===== src/rtl/uart_pkg.sv =====
// Shared UART definitions: FSM state encodings and oversampling constants,
// used by both the receiver and the transmitter.
package uart_pkg;

  typedef enum logic [1:0] {
    IDLE  = 2'd0,
    START = 2'd1,
    DATA  = 2'd2,
    STOP  = 2'd3
  } uart_state_e;

  localparam int unsigned OVERSAMPLE = 16;
  localparam int unsigned MID_SAMPLE = 7;
  localparam int unsigned TICK_W     = $clog2(OVERSAMPLE);
  localparam int unsigned DATA_BITS  = 8;
  localparam int unsigned BIT_W      = $clog2(DATA_BITS);

  // True on the last b_tick of a full bit period.
  function automatic logic tick_last(input logic [TICK_W-1:0] cnt);
    return cnt == TICK_W'(OVERSAMPLE - 1);
  endfunction

endpackage


===== src/rtl/uart_sync.sv =====
// Multi-flop synchronizer for an asynchronous single-bit input,
// with a selectable reset value so an idle-high line stays idle in reset.
module uart_sync #(
  parameter int unsigned STAGES    = 2,
  parameter logic        RESET_VAL = 1'b1
) (
  input  logic clk,
  input  logic rst,
  input  logic d_i,
  output logic q_o
);

  logic [STAGES-1:0] sync_q;

  always_ff @(posedge clk or posedge rst) begin
    if (rst) begin
      sync_q <= {STAGES{RESET_VAL}};
    end else begin
      sync_q <= {sync_q[STAGES-2:0], d_i};
    end
  end

  assign q_o = sync_q[STAGES-1];

endmodule


===== src/rtl/uart_rx.sv =====
// 8N1 UART receiver oversampling at 16x baud: detects the start bit,
// samples each data bit at mid-bit and reports framing errors on the stop bit.
module uart_rx
  import uart_pkg::*;
#(
  parameter int unsigned SYNC_STAGES = 2
) (
  input  logic       clk,
  input  logic       rst,
  input  logic       b_tick,
  input  logic       rx,
  output logic [7:0] rx_data,
  output logic       rx_done,
  output logic       rx_frame_err,
  output logic       rx_busy
);

  logic              rx_s;
  uart_state_e       state_q;
  logic [TICK_W-1:0] tick_q;
  logic [BIT_W-1:0]  bit_q;
  logic [7:0]        shift_q;
  logic [7:0]        data_q;
  logic              done_q;
  logic              err_q;

  uart_sync #(
    .STAGES   (SYNC_STAGES),
    .RESET_VAL(1'b1)
  ) u_sync (
    .clk(clk),
    .rst(rst),
    .d_i(rx),
    .q_o(rx_s)
  );

  // Start detection in IDLE ignores b_tick so a start bit arriving right after
  // the mid-stop sample of the previous frame is not lost.
  always_ff @(posedge clk or posedge rst) begin
    if (rst) begin
      state_q <= IDLE;
      tick_q  <= '0;
      bit_q   <= '0;
      shift_q <= '0;
      data_q  <= '0;
      done_q  <= 1'b0;
      err_q   <= 1'b0;
    end else begin
      done_q <= 1'b0;
      unique case (state_q)
        IDLE: begin
          if (!rx_s) begin
            state_q <= START;
            tick_q  <= '0;
          end
        end
        START: begin
          if (b_tick) begin
            if (tick_q == TICK_W'(MID_SAMPLE)) begin
              tick_q <= '0;
              if (!rx_s) begin
                state_q <= DATA;
                bit_q   <= '0;
              end else begin
                state_q <= IDLE;
              end
            end else begin
              tick_q <= tick_q + TICK_W'(1);
            end
          end
        end
        DATA: begin
          if (b_tick) begin
            if (tick_last(tick_q)) begin
              tick_q  <= '0;
              shift_q <= {rx_s, shift_q[7:1]};
              if (bit_q == BIT_W'(DATA_BITS - 1)) begin
                state_q <= STOP;
              end else begin
                bit_q <= bit_q + BIT_W'(1);
              end
            end else begin
              tick_q <= tick_q + TICK_W'(1);
            end
          end
        end
        STOP: begin
          if (b_tick) begin
            if (tick_last(tick_q)) begin
              tick_q  <= '0;
              data_q  <= shift_q;
              err_q   <= ~rx_s;
              done_q  <= 1'b1;
              state_q <= IDLE;
            end else begin
              tick_q <= tick_q + TICK_W'(1);
            end
          end
        end
        default: state_q <= IDLE;
      endcase
    end
  end

  assign rx_data      = data_q;
  assign rx_done      = done_q;
  assign rx_frame_err = err_q;
  assign rx_busy      = (state_q != IDLE);

endmodule


===== config.mk =====
export PLATFORM = sky130hd
export DESIGN_NAME = uart_rx
export DESIGN_NICKNAME = d
export VERILOG_FILES = /design/src/rtl/uart_pkg.sv /design/src/rtl/uart_sync.sv /design/src/rtl/uart_rx.sv
export SDC_FILE = /design/constraint.sdc
export NUM_CORES = 1
export LEC_CHECK = 0
export ABC_AREA = 1
export BUFFER_PORTS_ARGS = -buffer_cell sky130_fd_sc_hd__buf_2
export CAP_MARGIN = 15
export CORE_ASPECT_RATIO = 2
export CORE_MARGIN = 2
export CORE_UTILIZATION = 50
export DETAILED_ROUTE_END_ITERATION = 12
export GPL_ROUTABILITY_DRIVEN = 0
export PLACE_DENSITY = 0.7
export SETUP_SLACK_MARGIN = 0.2
export SLEW_MARGIN = 0
export SYNTH_ARGS = -nofsm -noshare
export SYNTH_HDL_FRONTEND = slang
export SYNTH_SLANG_ARGS = --single-unit
export TNS_END_PERCENT = 1

===== constraint.sdc =====
create_clock -name clk -period 1.8 [get_ports clk]
set_clock_uncertainty 0.15 [all_clocks]
set_input_delay 0.36 -clock clk [delete_from_list [all_inputs] [get_ports clk]]
set_output_delay 0.36 -clock clk [all_outputs]
set_load 0.02 [all_outputs]

After elaboration in Yosys (flattened, before gate mapping)
Index checks and enable logic that the tools add are counted.
Widths: inputs -> output; s select.
{ "totals": {"reg_bits": 29, "in_bits": 4, "out_inout_bits": 11} }
{ "op_classes": {"add_sub_neg": 2, "n_eq_ne": 17, "muxes": 26, "bitwise": 1, "reduce_logical": 9} }
{ "ops": {"columns": ["op", "n"], "rows": [
  ["$mux 4", 5],
  ["$ne 2x2->1 const B", 10],
  ["$mux 2", 9],
  ["$mux 3", 6],
  ["$pmux 4 s3", 1],
  ["$reduce_and 3->1", 3],
  ["$pmux 2 s4", 1],
  ["$reduce_and 8->1", 1],
  ["$reduce_and 7->1", 1],
  ["$pmux 3 s2", 1],
  ["$add 4x1->4 const B", 1],
  ["$eq 2x2->1 const B", 2],
  ["$eq 4x3->1 const B", 1],
  ["$eq 4x4->1 const B", 1],
  ["$reduce_bool 2->1", 2],
  ["$add 3x1->3 const B", 1],
  ["$eq 3x3->1 const B", 1],
  ["$mux 1", 3],
  ["$eq 2x1->1 const B", 1],
  ["$logic_not 2->1", 1],
  ["$ne 2x1->1 const B", 1],
  ["$reduce_or 2->1", 1],
  ["$not 1->1", 1]
]} }

Longest topological paths before layout
Gate-level depths: netlist (run 1).
{ "logic_depth": {"word_depth": 5, "ltp_mapped": 9} }

By module
From an unflattened synthesis (run 1), not the netlist that was laid out.
{ "unflattened": {"hier_cells": 144, "area_unflattened_um2": 1373.8} }
{ "by_module_without_submodules": {"columns": ["mod", "n_inst", "cells_each", "area_per_inst_um2", "seq_area_each_um2"], "rows": [
  ["uart_rx", 1, 141, 1317.5, 675.6],
  ["uart_sync", 1, 3, 56.3, 52.6]
]} }

Worst setup path before layout (run 1)
Ideal clock, no wire load.
{ "synth_timing": {"kind": "register to register", "startpoint": "register bit_q[0]", "endpoint": "register bit_q[0]", "arrival_time_ns": 1.224, "slack_ns": 0.310, "stages_incl_launch_ff": 9, "path_buffers": 0, "synth_period_minus_slack_ns": 1.490, "path_cell_list": "dfrtp_1 -> ha_1 -> ha_1 -> inv_1 -> nand3_2 -> o21ai_2 -> nand2_2 -> nand2_1 -> nand2_1"} }
{ "synth_via": {"elab_chain_len": 5} }
{ "synth_lines": {"columns": ["element", "line", "source"], "rows": [
  ["from (decl)", "uart_rx.sv:21", "logic [BIT_W-1:0] bit_q;"],
  ["from (signal assigned)", "uart_rx.sv:80", "bit_q <= bit_q + BIT_W'(1);"],
  ["$add 3x1->3", "uart_rx.sv:80", null],
  ["$mux 3", "uart_rx.sv:77", "if (bit_q == BIT_W'(DATA_BITS - 1)) begin"],
  ["$mux 3", "uart_rx.sv:74", "if (tick_last(tick_q)) begin"],
  ["$mux 3", "uart_rx.sv:73", "if (b_tick) begin"],
  ["$pmux 3 s2", "uart_rx.sv:50", "unique case (state_q)"]
]} }
Parallel ways exist; a longest one is shown, timed or not. The select of a mux whose other input is x is not followed.
A chain may end at the register's enable or synchronous reset.

==> results by stage, run 1 <==
Run status:
- The run finished with clean final reports.

Routing:
- The met3 routed wirelength is 92 um.
- Before antenna repair, the detailed router went through 4 iterations.
- The average via count per standard cell is 5.01.
- The detailed router placed 1052 vias in this run.
- The detail route stage leaves a number of antenna-violating nets equal to 0.
- The violation count after the first detailed-routing iteration is 18.
- The final routed DRC violation total is 0.
- In the detailed route, the total length drawn on met2 is 1.52 mm.
- The routed metal-1 wire length is 991 um.
- The detail-routed net length per standard cell is 12.6 um.
- The total wirelength of the detailed-routed design is 2.65 mm.
- The highest metal layer used by the detailed router is met4.

Worst setup path:
- The critical path capture point type is a primary output.
- STA classifies the critical path startpoint as a register.
- In this run the critical register-to-register path is launched from tick_q[1].
- The endpoint arrival time on the critical path is 1.07 ns.
- The setup path with the least slack is of type register to primary output.
- Along the worst path, the maximum fanout reaches 6.
- The data required time of the worst path is 1.29 ns.

Flow run:
- The tool flagged a number of max-cap violations equal to 0.

GRT:
- The first global-routing pass estimated 4.24 mm of wire.
- The maximum number of pins on one net before global-route repair is 30.
- The number of antenna violations at the first check in global routing came to 0.
- The total routing usage reported by global routing is 17.4%.
- For this run the aggregate overflow at the end of global routing stands at 0.
- The number of global-route vias before repair came to 1006.

Clocking:
- Clock latency on the worst-skew pair, taken at its later pin, is 0.28 ns.
- Clock-pin slew was measured on the worst setup and hold paths at 0.05 ns.
- The H-tree depth is 2.
- The number of clock buffers added by TritonCTS is 5.
- The clock root buffer is sky130_fd_sc_hd__clkbuf_8.
- The clock passes through at most 2 buffers.
- The TritonCTS clock tree is built.
- The total clock sinks is 29.

Hold path:
- The origin of the worst min-delay path is rx.
- The worst hold path belongs to the class input port to register.

Power:
- In this run the power density over the cells is 1170 nW/um2.
- The proportion of total power due to net switching is 36.6%.
- In this run the power spent charging and discharging nets is 0.739 mW.
- VDD sags by at most 821 uV.
- The share of total power in sequential cells is 38.9%.
- The power share of the clock group is 24.9%.
- The overall power consumption is 2.02 mW.
- Combinational logic burns 36.2% of the power.
- Summed over all cells, the static leakage comes to 0.858 nW.
- Internal power comes to 1.28 mW.

STA:
- The maximum frequency from static timing analysis is 634 MHz.
- For the pin with the worst max-slew slack, the measured transition is 0.353 ns.
- The max-slew violation count is 0.
- The time the final worst path needs with I/O delays and setup is 1.58 ns.
- The setup-violating endpoint count in the final report is 0.
- Setup repair after global routing could not meet its margin everywhere.
- The least setup slack across all paths after layout is 0.222 ns.
- The sum of negative setup slack is 0 ns.
- The tightest hold path in the finished design has a slack of 0.0343 ns.
- The portion of the clock cycle consumed by the worst path in the final layout is 87.6%.
- The hold violation total from the final report was 0.
- In this run the tightest slew margin relative to its limit is 76.5%.

Floorplanning:
- The total die area is 3270 um2.
- During I/O placement, the number of pins put on the boundary was 15.
- Once the floorplan was initialized, standard cells occupied 51.9% of the core.
- The region available for standard cell placement spans 2700 um2.
- The horizontal die dimension is 41.4 um.
- The die is 78.9 um tall.
- The initialized floorplan defines 27 standard-cell rows.

Synthesis:
- The total nets after synthesis is 156.
- Synthesis produced a netlist whose cell count is 149.
- After synthesis the cells add up to 1400 um2.
- After synthesis, the netlist uses 21 different library cells.
- By area the synthesized netlist is led by sky130_fd_sc_hd__dfrtp_1, sky130_fd_sc_hd__nand2_1, sky130_fd_sc_hd__o21ai_2, sky130_fd_sc_hd__inv_1, sky130_fd_sc_hd__dfstp_2.
- The yosys synthesis warning count is 0.
- The number of flip-flops and latches in the synthesized netlist is 29.
- The share of the Yosys chip area taken by registers is 52.0%.
- The average instance in the mapped netlist occupies 9.40 um2.
- Of the post-synthesis cell area, the dominant cell type holds 48.2%.
- The library cell with the largest summed area after synthesis is sky130_fd_sc_hd__dfrtp_1.

Layout:
- The final instance area is 1730 um2.
- The repair_antennas step left the layout with diodes totalling 0.
- The net count reported at finish is 187.
- The number of non-filler instances in the completed layout is 210.
- The area growth from synthesis to final layout is 23.1%.
- The post-route netlist has 37.6% of its cells at a drive strength greater than 1.
- The most common library cell in the layout ignoring fill and taps is sky130_fd_sc_hd__nand2_1.
- Leaving out fill and tap cells, the most frequent cells in the layout are sky130_fd_sc_hd__nand2_1, sky130_fd_sc_hd__dfrtp_1, sky130_fd_sc_hd__inv_1.
- The post-layout utilization of the core is 63.8%.
- The final-layout fill cell count is 225.

Place:
- Buffers placed on the I/O ports in this run total 14.
- Once placement completed, the tool counted placed cells totaling 191.
- The pre-CTS setup slack is 0.147 ns.
- The instance area after placement is 1490 um2.
- Once detailed placement completed, the half-perimeter wirelength came to 1.82 mm.
==> layer usage <==
layer  track usage [%]  vias to the layer above
met3              4.77                        4
met5                 0                        -
met2              31.3                       25
met4              9.68                        0
li1                  -                      532
met1              17.4                      491
==> final timing paths <==
| check | cells after the start | slack, ns | endpoint |
|---|---|---|---|
| setup / recovery | 4 | 0.22 | rx_busy |
| hold / removal | 1 | 0.03 | u_sync.sync_q[0] |
| setup reg to reg | 8 | 0.27 | register |
| hold reg to reg | 0 | 0.21 | u_sync.sync_q[1] |
| max in group asynchronous | 4 | 0.65 | u_sync.sync_q[1] |
| min in group asynchronous | 4 | 0.54 | tick_q[3] |
==> cells by family after synthesis <==
kind of cell / count (synthesis) / share of synthesized area (%)
simple gates: 72 / 26.4
fa+ha+maj: 3 / 2.68
xor+xnor: 1 / 0.625
buf+inv: 24 / 7.95
flops: 29 / 52.0
compound gates: 20 / 10.4
==> critical path, cell delays in order, from the launching register on <==
cell and delay (ns):
sky130_fd_sc_hd__dfrtp_2 0.40, sky130_fd_sc_hd__buf_6 0.13, sky130_fd_sc_hd__inv_1 0.04, sky130_fd_sc_hd__nand2_1 0.06
sky130_fd_sc_hd__buf_4 0.16
==> Yosys cell counts <==
cell type / n
sky130_fd_sc_hd__buf_4: 1
sky130_fd_sc_hd__buf_6: 2
sky130_fd_sc_hd__dfrtp_1: 27
sky130_fd_sc_hd__dfstp_2: 2
sky130_fd_sc_hd__ha_1: 3
sky130_fd_sc_hd__inv_1: 18
sky130_fd_sc_hd__inv_2: 2
sky130_fd_sc_hd__inv_4: 1
sky130_fd_sc_hd__nand2_1: 45
sky130_fd_sc_hd__nand2_2: 3
sky130_fd_sc_hd__nand3_1: 9
sky130_fd_sc_hd__nand3_2: 4
sky130_fd_sc_hd__nand4_4: 2
sky130_fd_sc_hd__nor2_1: 6
sky130_fd_sc_hd__nor2_2: 2
sky130_fd_sc_hd__nor2_8: 1
sky130_fd_sc_hd__o21ai_0: 1
sky130_fd_sc_hd__o21ai_1: 8
sky130_fd_sc_hd__o21ai_2: 10
sky130_fd_sc_hd__o22ai_2: 1
sky130_fd_sc_hd__xor2_1: 1
==> flip-flops by register name, summed over array words and instances (netlist names), named ones only <==
register	count
bit_q	3
rx_data	8
rx_done	1
rx_frame_err	1
shift_q	8
state_q	1
tick_q	4
u_sync.sync_q	2
==> final cells by class <==
type	count	area, um2	area share [%]
Sequential cell	29	732	42.4
Multi-Input combinational cell	97	607	35.2
Timing Repair Buffer	26	181	10.5
Inverter	21	86.3	5.00
Clock buffer	6	72.6	4.21
Tap cell	29	36.3	2.10
Clock inverter	2	10.0	0.580
==> power by group through the flow <==
stage	clock, mW	sequential [mW]	combinational [mW]
after floorplan	0	0.773	0.449
after global placement	0	0.805	0.516
after detailed placement	0	0.806	0.529
after CTS	0.524	0.778	0.565
after global routing	0.555	0.793	0.815
final	0.504	0.787	0.731
==> timing repair <==
action                                  in CTS  in global routing
endpoints found under the hold margin       23                  0
hold buffers                                 1                  0
pin swaps                                    0                  6
buffers inserted                             2                  7
gates resized for setup                      1                 14
endpoints found under the setup margin      13                 22
cloned                                       0                  1
Note: power is estimated with default switching activity, not from simulation.
==> run 2, diff against run 1 <==
--- a/config.mk
+++ b/config.mk
@@ -7,3 +7,2 @@
 export LEC_CHECK = 0
-export ABC_AREA = 1
 export BUFFER_PORTS_ARGS = -buffer_cell sky130_fd_sc_hd__buf_2
--- a/constraint.sdc
+++ b/constraint.sdc
@@ -4,2 +4,2 @@
 set_output_delay 0.36 -clock clk [all_outputs]
-set_load 0.02 [all_outputs]
+set_load 0.01 [all_outputs]
==> run 2 against run 1 <==
  * Combinational power fell by 46%
  * Global-route usage grew 2.1 points
  * Largest cell class unchanged
  * Sequential share of layout area up 2.6 points
  * First-iteration DRC count down 22%
  * Count of clock-buffer cells in the layout decreased by 1
  * Flip-flop and latch count stayed put
  * Total power decreased by 12%
==> results by stage, run 2 <==
GRT:
- The number of antenna violations at the first check in global routing is 0.
- The first-pass GRT wire length is 4.26 mm.
- The number of global-route vias before repair came to 917.
- Global routing used 19.5% of the available tracks.
- Summed over all layers, the global routing overflow is 0.
- The maximum number of pins on one net before global-route repair is 30.

Routing:
- In the final routed layout, each cell accounts on average for 15.6 um.
- Wires add up to 2.40 mm.
- The final route contains 854 vias.
- In this run, the number of DRC markers left after iteration 0 of detailed routing was 14.
- The detail route stage leaves a number of antenna-violating nets equal to 0.
- For this run, design rule violations remaining after detail routing come to 0.
- In the routed layout, each cell is associated on average with a via count of 5.55.
- The number of iterations in the first detailed-routing pass is 4.

STA:
- The slew at the pin closest to its max-slew limit is 0.356 ns.
- Setup violations remaining at the end of the flow were counted as 0.
- For this run, the top clock speed supported by timing is 585 MHz.
- Setup repair after global routing could not meet its margin everywhere.
- The routed design could run at a clock period as short as 1.71 ns.
- The headroom to the max-slew limit is 76.3%.
- The sum of negative setup slack is 0 ns.
- After layout, the worst path uses 95.0% of the clock period.
- The max-slew violation count is 0.
- The hold violation total from the final report is 0.

Worst setup path:
- The launching element type of the critical path is a register.
- The worst reg-to-reg path cell count is 5.
- The start of the worst register-to-register path is tick_q[1].
- The critical path capture point type is a register.
- The endpoint of the lowest-slack register-to-register path is bit_q[0].
- The slack of the worst reg-to-reg path is 0.09 ns.
- Along the worst path, the maximum fanout reaches 7.
- The origin of the worst setup path is tick_q[1].
- The worst setup path is of the register to register kind.
- The endpoint arrival time on the critical path is 1.73 ns.
- The data required time of the worst path is 1.82 ns.

Synthesis:
- For this run, the register share of the synthesized area comes to 54.1%.
- The number of nets in the synthesized netlist is 106.
- The post-synthesis cell area is 1350 um2.
- The main flop type after synthesis is sky130_fd_sc_hd__dfrtp_1.
- During synthesis, Yosys emitted a total of 0 warnings.
- The number of enable flip-flop cells after synthesis is 0.
- The average instance in the mapped netlist occupies 13.6 um2.
- Yosys attributes the largest share of cell area to sky130_fd_sc_hd__dfrtp_1, sky130_fd_sc_hd__mux2_2, sky130_fd_sc_hd__mux2_4, sky130_fd_sc_hd__dfstp_2, sky130_fd_sc_hd__ha_1.
- The most frequently used cell type in the post-synthesis netlist is sky130_fd_sc_hd__dfrtp_1.
- The library cell with the largest summed area after synthesis is sky130_fd_sc_hd__dfrtp_1.
- After synthesis, the largest area contributor takes up 50.2% of total cell area.
- Counting flops with an async set or reset pin after synthesis yields a share of 100%.
- Ranked by instance count, the synthesized netlist is headed by sky130_fd_sc_hd__dfrtp_1, sky130_fd_sc_hd__mux2_2, sky130_fd_sc_hd__mux2_4.
- The synthesized instance count is 99.
- The synthesized netlist contains 36 unique library cells.
- The synthesized design contains 29 register bits.

Clocking:
- In this run the clock root is driven by a sky130_fd_sc_hd__clkbuf_8.
- TritonCTS created 5 clock buffers.
- The clock passes through at most 2 buffers.
- The clock reaches the later pin of the worst-skew pair after 0.28 ns.
- The total clock sinks is 29.
- The H-tree depth is 2.
- The TritonCTS clock tree is built.
- The clock-pin transition on the worst setup and hold timing paths is 0.07 ns.

Power:
- The static leakage is 0.824 nW.
- The power share of the clock group is 29.6%.
- Net switching is 31.7% of the power.
- Sequential cells burn 48.3% of the power.
- The internal power component is 1.21 mW.
- The power density relative to cell area is 1090 nW/um2.
- The logic gate share of total power is 22.1%.
- For this design the total switching power over the nets is 0.562 mW.
- Across the VDD grid, the largest voltage drop is 744 uV.

Floorplanning:
- From bottom edge to top edge, the die measures 77.4 um.
- The count of pins on the block boundary is 15.
- The floorplan step defined a core boundary enclosing 2570 um2.
- The effective utilization at floorplan is 52.3%.
- The total die area is 3150 um2.
- The horizontal die dimension is 40.7 um.
- Row generation in the floorplan step produced 26 rows.

Layout:
- The total inserted antenna cells is 0.
- In the layout the commonest cells are sky130_fd_sc_hd__dfrtp_1, sky130_fd_sc_hd__buf_2, sky130_fd_sc_hd__mux2_2.
- Once layout is done, the placed cells without fillers occupy 1620 um2.
- The most common library cell in the layout ignoring fill and taps is sky130_fd_sc_hd__dfrtp_1.
- The area growth from synthesis to final layout is 20.7%.
- In the final layout, the share of cells above drive strength 1 is 51.6%.
- The final layout contains 132 nets.

Hold path:
- In this run the worst hold path is classified as input port to register.
- The worst hold path endpoint is u_sync.sync_q[0].
- The origin of the worst min-delay path is rx.
- Along the worst hold path, the cell count comes to 1.

Place:
- The number of I/O port buffers is 14.
- After legalization and detailed placement, the total HPWL measured 1.75 mm.
- The instance area after placement is 1510 um2.

Flow run:
- Max-cap violations in this run came to 0.

Run status:
- The flow ran to the end, and the final reports show no timing, DRC or antenna violations.
-- run 2: changes by cell type after synthesis, moves of 4 or more --
cell                      previous run  this run
sky130_fd_sc_hd__mux2_2              0        10
sky130_fd_sc_hd__mux2_4              0         7
sky130_fd_sc_hd__nand2_1            45         3
sky130_fd_sc_hd__nand3_1             9         1
sky130_fd_sc_hd__o21ai_1             8         0
sky130_fd_sc_hd__inv_1              18         4
sky130_fd_sc_hd__a21oi_1             0         4
sky130_fd_sc_hd__o21ai_2            10         0
-- run 2: metal layers --
| layer | track usage, % | vias to the layer above | part of all wire [%] |
|---|---|---|---|
| li1 | - | 408 | - |
| met1 | 24.3 | 422 | 38 |
| met2 | 29.4 | 19 | 56 |
| met3 | 5.43 | 5 | 3.7 |
| met4 | 10.0 | 0 | 2.4 |
| met5 | 0 | - | 0 |
-- run 2: final cells by class --
cell class                 instances  area [um2]
inverter                           5        18.8
multi-input combinational         61         587
timing repair buffer              23         165
fill                             212         946
tap                               28        35.0
sequential                        29         732
clock inverter                     3        17.5
clock buffer                       5        68.8
-- run 2: through the flow --
step / hold WS, ns / utilization, % / worst slack [ns] / power [mW] / std cells
after floorplan: 0.195 / - / 0.136 / 1.14 / 99
after global placement: 0.196 / 58.7 / 0.104 / 1.21 / 144
after detailed placement: 0.200 / 58.7 / 0.0345 / 1.24 / 144
after CTS: 0.0199 / 63.2 / 0.105 / 1.78 / 154
after global routing: 0.0182 / 63.2 / 0.0244 / 1.89 / 154
final: 0.0227 / 63.2 / 0.0898 / 1.77 / 154
-- run 2: power by group through the flow --
stage	registers [mW]	logic [mW]	clock network, mW
floorplan	0.810	0.326	0
global placement	0.854	0.354	0
detailed placement	0.861	0.375	0
CTS	0.852	0.396	0.535
global route	0.868	0.447	0.572
finish	0.857	0.393	0.525
-- run 2: how the worst max path moves through the flow --
stage	to	slack, ns	cells past startpoint
floorplan	bit_q[0]	0.14	5
global placement	rx_data[5]	0.10	5
detailed placement	bit_q[0]	0.03	5
CTS	bit_q[0]	0.10	5
global route	bit_q[0]	0.02	5
finish	bit_q[0]	0.09	5
-- run 2: kinds of logic (layout without fill, tap and decap cells) --
logic type | Yosys count | after routing | synth area share (%)
AOI/OAI and AO/OA | 13 | 13 | 6.70
xor gates and xnor gates | 1 | 1 | 0.651
adders and majority gates | 3 | 3 | 2.79
buffers and inverters | 9 | 36 | 4.19
DFF | 29 | 29 | 54.1
muxes | 19 | 19 | 17.8
and+or+nand+nor | 25 | 25 | 13.8
-- run 2: worst max-delay path, stage by stage, from the launching register on --
cell,delay [ns]
sky130_fd_sc_hd__dfrtp_1,0.40
sky130_fd_sc_hd__ha_4,0.20
sky130_fd_sc_hd__nand4_4,0.13
sky130_fd_sc_hd__nor4_4,0.31
sky130_fd_sc_hd__o22ai_2,0.12
sky130_fd_sc_hd__mux2_2,0.28
-- run 2: what timing repair did --
action / 4_1_cts / 5_1_grt
buffers inserted: 1 / 0
endpoints found under the setup margin: 21 / 21
gates resized for setup: 5 / 0
pin swaps: 0 / 0
hold endpoints to repair: 10 / 0
hold buffers: 1 / 0
